`config.mk`:
```
export PLATFORM = sky130hd
export DESIGN_NAME = serial_port_bridge
export DESIGN_NICKNAME = d
export VERILOG_FILES = /design/src/rtl/serial_port_bridge.sv
export SDC_FILE = /design/constraint.sdc
export NUM_CORES = 1
export LEC_CHECK = 0
export ABC_AREA = 1
export CAP_MARGIN = 10
export CORE_UTILIZATION = 63
export CTS_CLUSTER_SIZE = 30
export DETAILED_ROUTE_END_ITERATION = 10
export PLACE_DENSITY = 0.81
export SKIP_CTS_REPAIR_TIMING = 1
export SLEW_MARGIN = 40
export SYNTH_ARGS = -nofsm -noshare
export SYNTH_HDL_FRONTEND = slang
export SYNTH_SLANG_ARGS = --single-unit
```
`constraint.sdc`:
```
create_clock -name clock -period 2.5 [get_ports clock]
set_input_delay 0.75 -clock clock [delete_from_list [all_inputs] [get_ports clock]]
set_output_delay 0.75 -clock clock [all_outputs]
set_load 0.05 [all_outputs]
```
`src/rtl/serial_port_bridge.sv`:
```
// serial_port_bridge: RX/TX byte FIFOs between the processor serial ports and a host link.
// Optional TX->RX loopback is built only when SERIAL_LOOPBACK_EN is defined.
module serial_port_bridge #(
   parameter int DEPTH_LOG2 = 3
) (
   input  logic                  clock,
   input  logic                  reset,
   output logic [7:0]            proc_rx_data,
   output logic                  proc_rx_valid,
   input  logic                  proc_rx_rden,
   output logic                  proc_tx_ready,
   input  logic [7:0]            proc_tx_data,
   input  logic                  proc_tx_wren,
   input  logic [7:0]            host_rx_data,
   input  logic                  host_rx_valid,
   output logic                  host_rx_ready,
   output logic [7:0]            host_tx_data,
   output logic                  host_tx_valid,
   input  logic                  host_tx_ready,
   input  logic                  loopback,
   output logic [DEPTH_LOG2:0]   rx_count,
   output logic [DEPTH_LOG2:0]   tx_count,
   output logic                  rx_underflow,
   output logic                  tx_overflow
);
   localparam logic [DEPTH_LOG2:0] full_count = (DEPTH_LOG2+1)'(1 << DEPTH_LOG2);
   logic [7:0] rx_mem [1 << DEPTH_LOG2];
   logic [7:0] tx_mem [1 << DEPTH_LOG2];
   logic [DEPTH_LOG2-1:0] rx_wp, rx_rp, tx_wp, tx_rp;
   logic rx_full, tx_full, tx_nonempty, lb, lb_xfer;
   logic rx_push, rx_pop, tx_push, tx_pop;
   logic [7:0] rx_push_data;
`ifdef SERIAL_LOOPBACK_EN
   assign lb = loopback;
`else
   logic unused_loopback;
   assign unused_loopback = loopback;
   assign lb = 1'b0;
`endif
   assign rx_full       = rx_count == full_count;
   assign tx_full       = tx_count == full_count;
   assign tx_nonempty   = tx_count != '0;
   assign proc_rx_data  = rx_mem[rx_rp];
   assign host_tx_data  = tx_mem[tx_rp];
   assign proc_rx_valid = rx_count != '0;
   assign proc_tx_ready = !tx_full;
   // In loopback the host side is fenced off and the TX head feeds the RX FIFO directly.
   assign host_tx_valid = tx_nonempty && !lb;
   assign host_rx_ready = !rx_full && !lb;
   assign lb_xfer       = lb && tx_nonempty && !rx_full;
   assign rx_push       = lb ? lb_xfer : host_rx_valid && host_rx_ready;
   assign rx_push_data  = lb ? host_tx_data : host_rx_data;
   assign rx_pop        = proc_rx_rden && proc_rx_valid;
   assign tx_push       = proc_tx_wren && proc_tx_ready;
   assign tx_pop        = lb ? lb_xfer : host_tx_valid && host_tx_ready;
   always_ff @(posedge clock) begin
      if (reset) begin
         rx_wp        <= '0;
         rx_rp        <= '0;
         tx_wp        <= '0;
         tx_rp        <= '0;
         rx_count     <= '0;
         tx_count     <= '0;
         rx_underflow <= 1'b0;
         tx_overflow  <= 1'b0;
      end else begin
         rx_wp        <= rx_wp + DEPTH_LOG2'(rx_push);
         rx_rp        <= rx_rp + DEPTH_LOG2'(rx_pop);
         tx_wp        <= tx_wp + DEPTH_LOG2'(tx_push);
         tx_rp        <= tx_rp + DEPTH_LOG2'(tx_pop);
         rx_count     <= rx_count + (DEPTH_LOG2+1)'(rx_push) - (DEPTH_LOG2+1)'(rx_pop);
         tx_count     <= tx_count + (DEPTH_LOG2+1)'(tx_push) - (DEPTH_LOG2+1)'(tx_pop);
         rx_underflow <= rx_underflow | (proc_rx_rden && !proc_rx_valid);
         tx_overflow  <= tx_overflow | (proc_tx_wren && tx_full);
      end
   end
   always_ff @(posedge clock) begin
      if (rx_push) rx_mem[rx_wp] <= rx_push_data;
      if (tx_push) tx_mem[tx_wp] <= proc_tx_data;
   end
endmodule

```
==> results of run 1 <==
==> through the flow <==
stage	instance area, µm²	utilization	setup slack (ns)	power, µW	instances
2_1_floorplan	6890	-	-0.0257	5350	723
3_3_place_gp	7750	0.740	0.0528	6450	915
3_5_place_dp	7750	0.740	0.0136	6570	915
4_1_cts	8290	0.793	-0.207	8920	947
5_1_grt	8470	0.810	-0.117	9530	951
6_report	8470	0.810	-0.0457	9120	951
==> critical path: stages (launching register included) <==
cell,delay (ns)
dfxtp_4,0.46
clkbuf_16,0.21
nand2_1,0.07
nand3_1,0.09
nand2_1,0.08
nand2_1,0.08
nand2_1,0.10
buf_12,0.17
==> layer usage <==
metal,share of wire,vias to the layer above,GRT usage
li1,-,2381,-
met1,0.37,2288,0.306
met2,0.54,206,0.488
met3,0.060,37,0.0527
met4,0.028,0,0.142
met5,0,-,0
==> area by class of cell <==
cell class | count | area (µm²)
flip-flops and latches | 150 | 4300
fillers | 605 | 1990
multi-input cells | 382 | 1810
repair buffers | 83 | 978
inverters | 167 | 652
clock buffers | 18 | 418
well taps | 136 | 170
clock inverters | 14 | 129
repair inverters | 1 | 16.3
==> kinds of logic (layout without fill, tap and decap cells) <==
logic type,count (synthesis),count (layout)
AOI/OAI and AO/OA,5,5
adders and majority gates,18,18
and+or+nand+nor,353,353
buffers and inverters,191,283
xor gates and xnor gates,6,6
DFF,150,150
==> state kept, by name, indices dropped and copies added, names as in the netlist <==
register / flops
rx_mem: 64
tx_mem: 64
rx_count: 4
tx_count: 4
rx_rp: 3
rx_wp: 3
tx_rp: 3
tx_wp: 3
rx_underflow: 1
tx_overflow: 1
==> cells in the mapped netlist <==
cell type and n:
ha_1 16, nand2_1 230, buf_2 6, buf_6 8
inv_4 4, nand2_2 10, inv_1 163, xnor2_1 5
buf_8 1, a21oi_1 5, or2_2 1, dfxtp_1 22
xor2_1 1, nor2_1 41, buf_4 9, fa_1 2
nand3_1 71, edfxtp_1 128
==> how the worst max path moves through the flow <==
stage               slack (ns)                     end
finish                   -0.05         proc_rx_data[5]
global placement          0.05  rx_count[2]$_SDFF_PP0_
detailed placement        0.01  rx_count[2]$_SDFF_PP0_
floorplan                -0.03  rx_count[2]$_SDFF_PP0_
CTS                      -0.21         proc_rx_data[4]
global route             -0.12         proc_rx_data[6]
==> power groups by stage <==
stage,Combinational [µW],Sequential [µW],Clock (µW)
floorplan,2060,3290,0
global placement,3310,3130,0
detailed placement,3420,3150,0
CTS,3460,3100,2360
global route,3920,3160,2460
finish,3650,3130,2340
==> reports/results.ini, run 1 <==
[outcome]
status=complete, but fails checks
violations=setup timing

[setup_path]
start_kind=register
worstPathRequired_ns=1.75
worst-setup-path-type=register to output pin
r2r_slack_ns=0.48
reg2reg_to=tx_count[2]$_SDFF_PP0_
timing.rr.start=tx_count[1]$_SDFF_PP0_
critPathMaxFanout=16
cp.arrival_ns=1.80
critPathCaptureType=output pin
rr_worst_depth=10
worstSetupStartpoint=rx_rp[0]$_SDFF_PP0_

[timing]
tightest_slew_ns=0.557
rsz0062_at_grt=true
worst_slack_ns=-0.0457
fin_setup_tns_ns=-0.121
min_period_ns=2.55
fmax_mhz=393
timing.hold.ws_ns=0.455
slew_headroom=0.628
setup_viol=5
slew_viol_final=0
post-route-period-util=1.02
finalHoldViolCount=0
fin_skew_ns=0.00717

[drt]
wire_per_inst_um=15.9
drt_first_pass_iters=5
viasPerCell=5.17
wl_um=15100
drcViolationCount=0
ant_nets=0
drt_iter0_markers=354
dr_total_vias=4912

[pwr]
p_per_area_nw_per_um2=1080
p_switching_uw=3440
p_int_uw=5680
irDropWorstVdd_mv=0.852
p_sw_frac=0.377
seqPwrFrac=0.344
p_leak_uw=0.00397
clock_power_share=0.256
power_frac_comb=0.400

[floorplanning]
die_area_um2=11300
io_pins=53
chipWidth_um=107
start_util=0.658
core-area_um2=10500
std_cell_rows=37
die_h_um=107

[yosys]
synth_compound_area_frac=0.00364
yosysSeqAreaShare=0.622
synth_top_family_by_area=simple AND/OR/NAND/NOR gates
ys_ff_latch=150
synth_fp_nets=764
synth_top_cell_area_share=0.558
synth_largest_area_cell=edfxtp_1
synthSimpleGateAreaFrac=0.209
synth_xor_area_frac=0.00763
postSynthAreaPerCell_um2=9.52
syn_area_um2=6880
ys_warn_count=0
synthTopCellsByArea=edfxtp_1 56%, nand2_1 13%, inv_1 8.9%
synthAdderAreaFrac=0.0349
synth_cell_types=18
syn-instance-count=723
synth.area.mux_share=0

[worst_hold_path]
hold_end=rx_underflow$_SDFF_PP0_
hold_depth=2
hold_path.class=register to register
hold_start=rx_underflow$_SDFF_PP0_

[global_routing]
overflow=0
grt_pass1_wl_um=22800
grt_max_degree=33
grt_pass1_vias=4818
grt_usage=0.272
grt_antenna_before_repair=0

[clock_tree]
cts.path.max_buffers=2
h-tree-depth=4
clkTransAtPathRegs_ns=0.06
clkLatencyLatePin_ns=0.54
clock-root-buffer=clkbuf_8
cts_tree=done
clock-sinks=150
numCtsBuffers=17

[finish]
nets=843
final_common_cell=nand2_1
layout_common_cells=214 x nand2_1, 163 x inv_1, 128 x edfxtp_1
drive_gt1_frac=0.148
antennaDiodeCount=0
area_growth_pct=23.1

[placement]
globalplace.congestion=0.800
dp_hpwl_um=9240
place.port_buffers=51

[job]
maxCapViolCount=0

Note: power is estimated with default switching activity, not from simulation.
==> run 2: changes to the inputs <==
- CELL_PAD_IN_SITES_DETAIL_PLACEMENT: unset -> 0
- CELL_PAD_IN_SITES_GLOBAL_PLACEMENT: unset -> 1
- CORE_UTILIZATION: 63 -> 31
- PLACE_DENSITY: 0.81 -> 0.54
==> reports/results.ini, run 2 (synthesis gave the netlist of run 1 again) <==
[outcome]
status=completed

[setup_path]
critPathSlowestCell=clkdlybuf4s50_1
worstPathRequired_ns=1.75  ; about the same
worstSetupStartpoint=tx_count[1]$_SDFF_PP0_
worst-setup-path-type=register to output pin
critPathBufInv=1  ; -1
critPathMaxFanout=4  ; -12
timing.rr.start=rx_count[2]$_SDFF_PP0_
critPathTopFamily=buffers and inverters
crit_path_max_incr_delay_ns=0.84  ; +0.38 ns
path_cells=clkdlybuf4s50_1
critPathCaptureType=output pin
start_kind=register
r2r_slack_ns=0.55  ; +0.07 ns
cp.arrival_ns=1.66  ; -0.14 ns

[timing]
tightest_slew_ns=0.501  ; -0.0557 ns
fmax_mhz=415  ; +5.7%
min_period_ns=2.41  ; -0.138 ns
fin_skew_ns=0.00914  ; +0.00197 ns
post-route-period-util=0.963  ; -0.0551
slew_headroom=0.665  ; +0.0367
rsz0062_at_grt=false
setup_viol=0  ; -5
finalHoldViolCount=0  ; unchanged
timing.hold.ws_ns=0.450  ; -0.00559 ns
slew_viol_final=0  ; unchanged

[clock_tree]
clock-sinks=150  ; unchanged
clkTransAtPathRegs_ns=0.06  ; about the same
h-tree-depth=4  ; unchanged
cts_tree=done
cts.path.max_buffers=2  ; unchanged
clkLatencyLatePin_ns=0.43  ; -0.11 ns
clock-root-buffer=clkbuf_16
numCtsBuffers=17  ; unchanged

[finish]
nets=847  ; +0.47%
area_growth_pct=24.5
antennaDiodeCount=0  ; unchanged
drive_gt1_frac=0.132  ; -0.0166
layout_common_cells=228 x nand2_1, 163 x inv_1, 128 x edfxtp_1
final_common_cell=nand2_1
fillers=2173  ; +260%
top_regs=rx_mem (64), tx_mem (64)
seq_area_um2=4290  ; -0.20%
fin_util=0.393  ; -0.417
multi_input_area_um2=1760  ; -2.5%

[placement]
globalplace.congestion=0.821  ; +2.6%
place.port_buffers=51  ; unchanged
dp_hpwl_um=9940  ; +7.6%

[drt]
ant_nets=0  ; unchanged
wl_um=15000  ; -0.62%
drt_first_pass_iters=4  ; -1
dr_total_vias=4608  ; -6.2%
wire_per_inst_um=13.7  ; -14%
viasPerCell=4.19  ; -19%
drcViolationCount=0  ; unchanged
drt_iter0_markers=160  ; -55%

[floorplanning]
die_area_um2=22800  ; +100%
io_pins=53  ; unchanged
chipWidth_um=151  ; +42%
core-area_um2=21800  ; +110%
start_util=0.315  ; -0.342
std_cell_rows=54  ; +46%
die_h_um=151  ; +42%

[pwr]
p_leak_uw=0.00392  ; -1.1%
p_switching_uw=3360  ; -2.3%
p_sw_frac=0.372  ; -0.00479
p_per_area_nw_per_um2=1050  ; -2.2%
total_power_uw=9020  ; -1.1%
irDropWorstVdd_mv=0.546  ; -36%
power_frac_comb=0.384  ; -0.016
clock_power_share=0.274  ; +0.018
seqPwrFrac=0.343  ; about the same
p_int_uw=5660  ; -0.33%

[worst_hold_path]
hold_path.class=register to register
hold_start=tx_overflow$_SDFF_PP0_

[global_routing]
grt_pass1_vias=4497  ; -6.7%
grt_max_degree=33  ; unchanged
grt_antenna_before_repair=1  ; +1
grt_pass1_wl_um=23800  ; +4.2%
overflow=0  ; unchanged
grt_usage=0.143  ; -0.129

[job]
maxCapViolCount=0  ; unchanged

[run 2: cell count changes in the layout (fill, tap and decap cells not counted), moves of 3 or more]
cell             previous run  this run
inv_6                       2         5
nand2_2                    26        12
clkdlybuf4s50_1            27        30
nand2_1                   214       228
dlymetal6s2s_1              4         1
buf_4                      30        39
dfxtp_4                     4         1
clkinv_2                    4         1
[run 2: power groups by stage]
stage / combinational (µW) / sequential, µW / clock [µW]
after global routing: 3790 / 3120 / 2610
after detailed placement: 3490 / 3130 / 0
after global placement: 3480 / 3130 / 0
final: 3460 / 3090 / 2470
after floorplan: 2060 / 3290 / 0
after CTS: 3510 / 3080 / 2530
[run 2: per-layer routing]
layer / global-route usage / part of all wire
met2: 0.230 / 0.47
met4: 0.0465 / 0.012
met5: 0 / 0.00093
met1: 0.191 / 0.49
met3: 0.0316 / 0.030
[run 2: final timing paths]
path	depth (start not counted)	endpoint
setup / recovery	1	tx_count[1]
hold / removal	2	tx_overflow$_SDFF_PP0_
setup reg to reg	12	rx_count[2]$_SDFF_PP0_
hold reg to reg	2	tx_overflow$_SDFF_PP0_
[run 2: final cells by class]
type | instances | area share
well taps | 280 | 0.0409
inverters | 167 | 0.0755
clock buffers | 17 | 0.0496
flip-flops and latches | 150 | 0.501
clock inverters | 15 | 0.0169
multi-input cells | 382 | 0.206
repair buffers | 88 | 0.111
[run 2: worst reg2reg max path, cell delays in order (launching register included)]
cell and delay, ns:
dfxtp_1 0.35, inv_1 0.08, ha_1 0.23, nand2_2 0.10, nand2_1 0.07, inv_1 0.07, nand2_1 0.07, nand2_1 0.06
ha_1 0.18, inv_1 0.07, fa_1 0.37, xor2_1 0.14, nor2_1 0.06
[run 2: stage by stage]
| step | setup slack, ns | instance area, µm² | TNS (ns) | std cells |
|---|---|---|---|---|
| global placement | 0.106 | 7970 | 0 | 1067 |
| CTS | -0.0969 | 8540 | -0.678 | 1099 |
| finish | 0.0920 | 8570 | 0 | 1099 |
| detailed placement | 0.0758 | 7970 | 0 | 1067 |
| global route | 0.0127 | 8570 | 0 | 1099 |
| floorplan | -0.0257 | 6890 | -0.0257 | 723 |
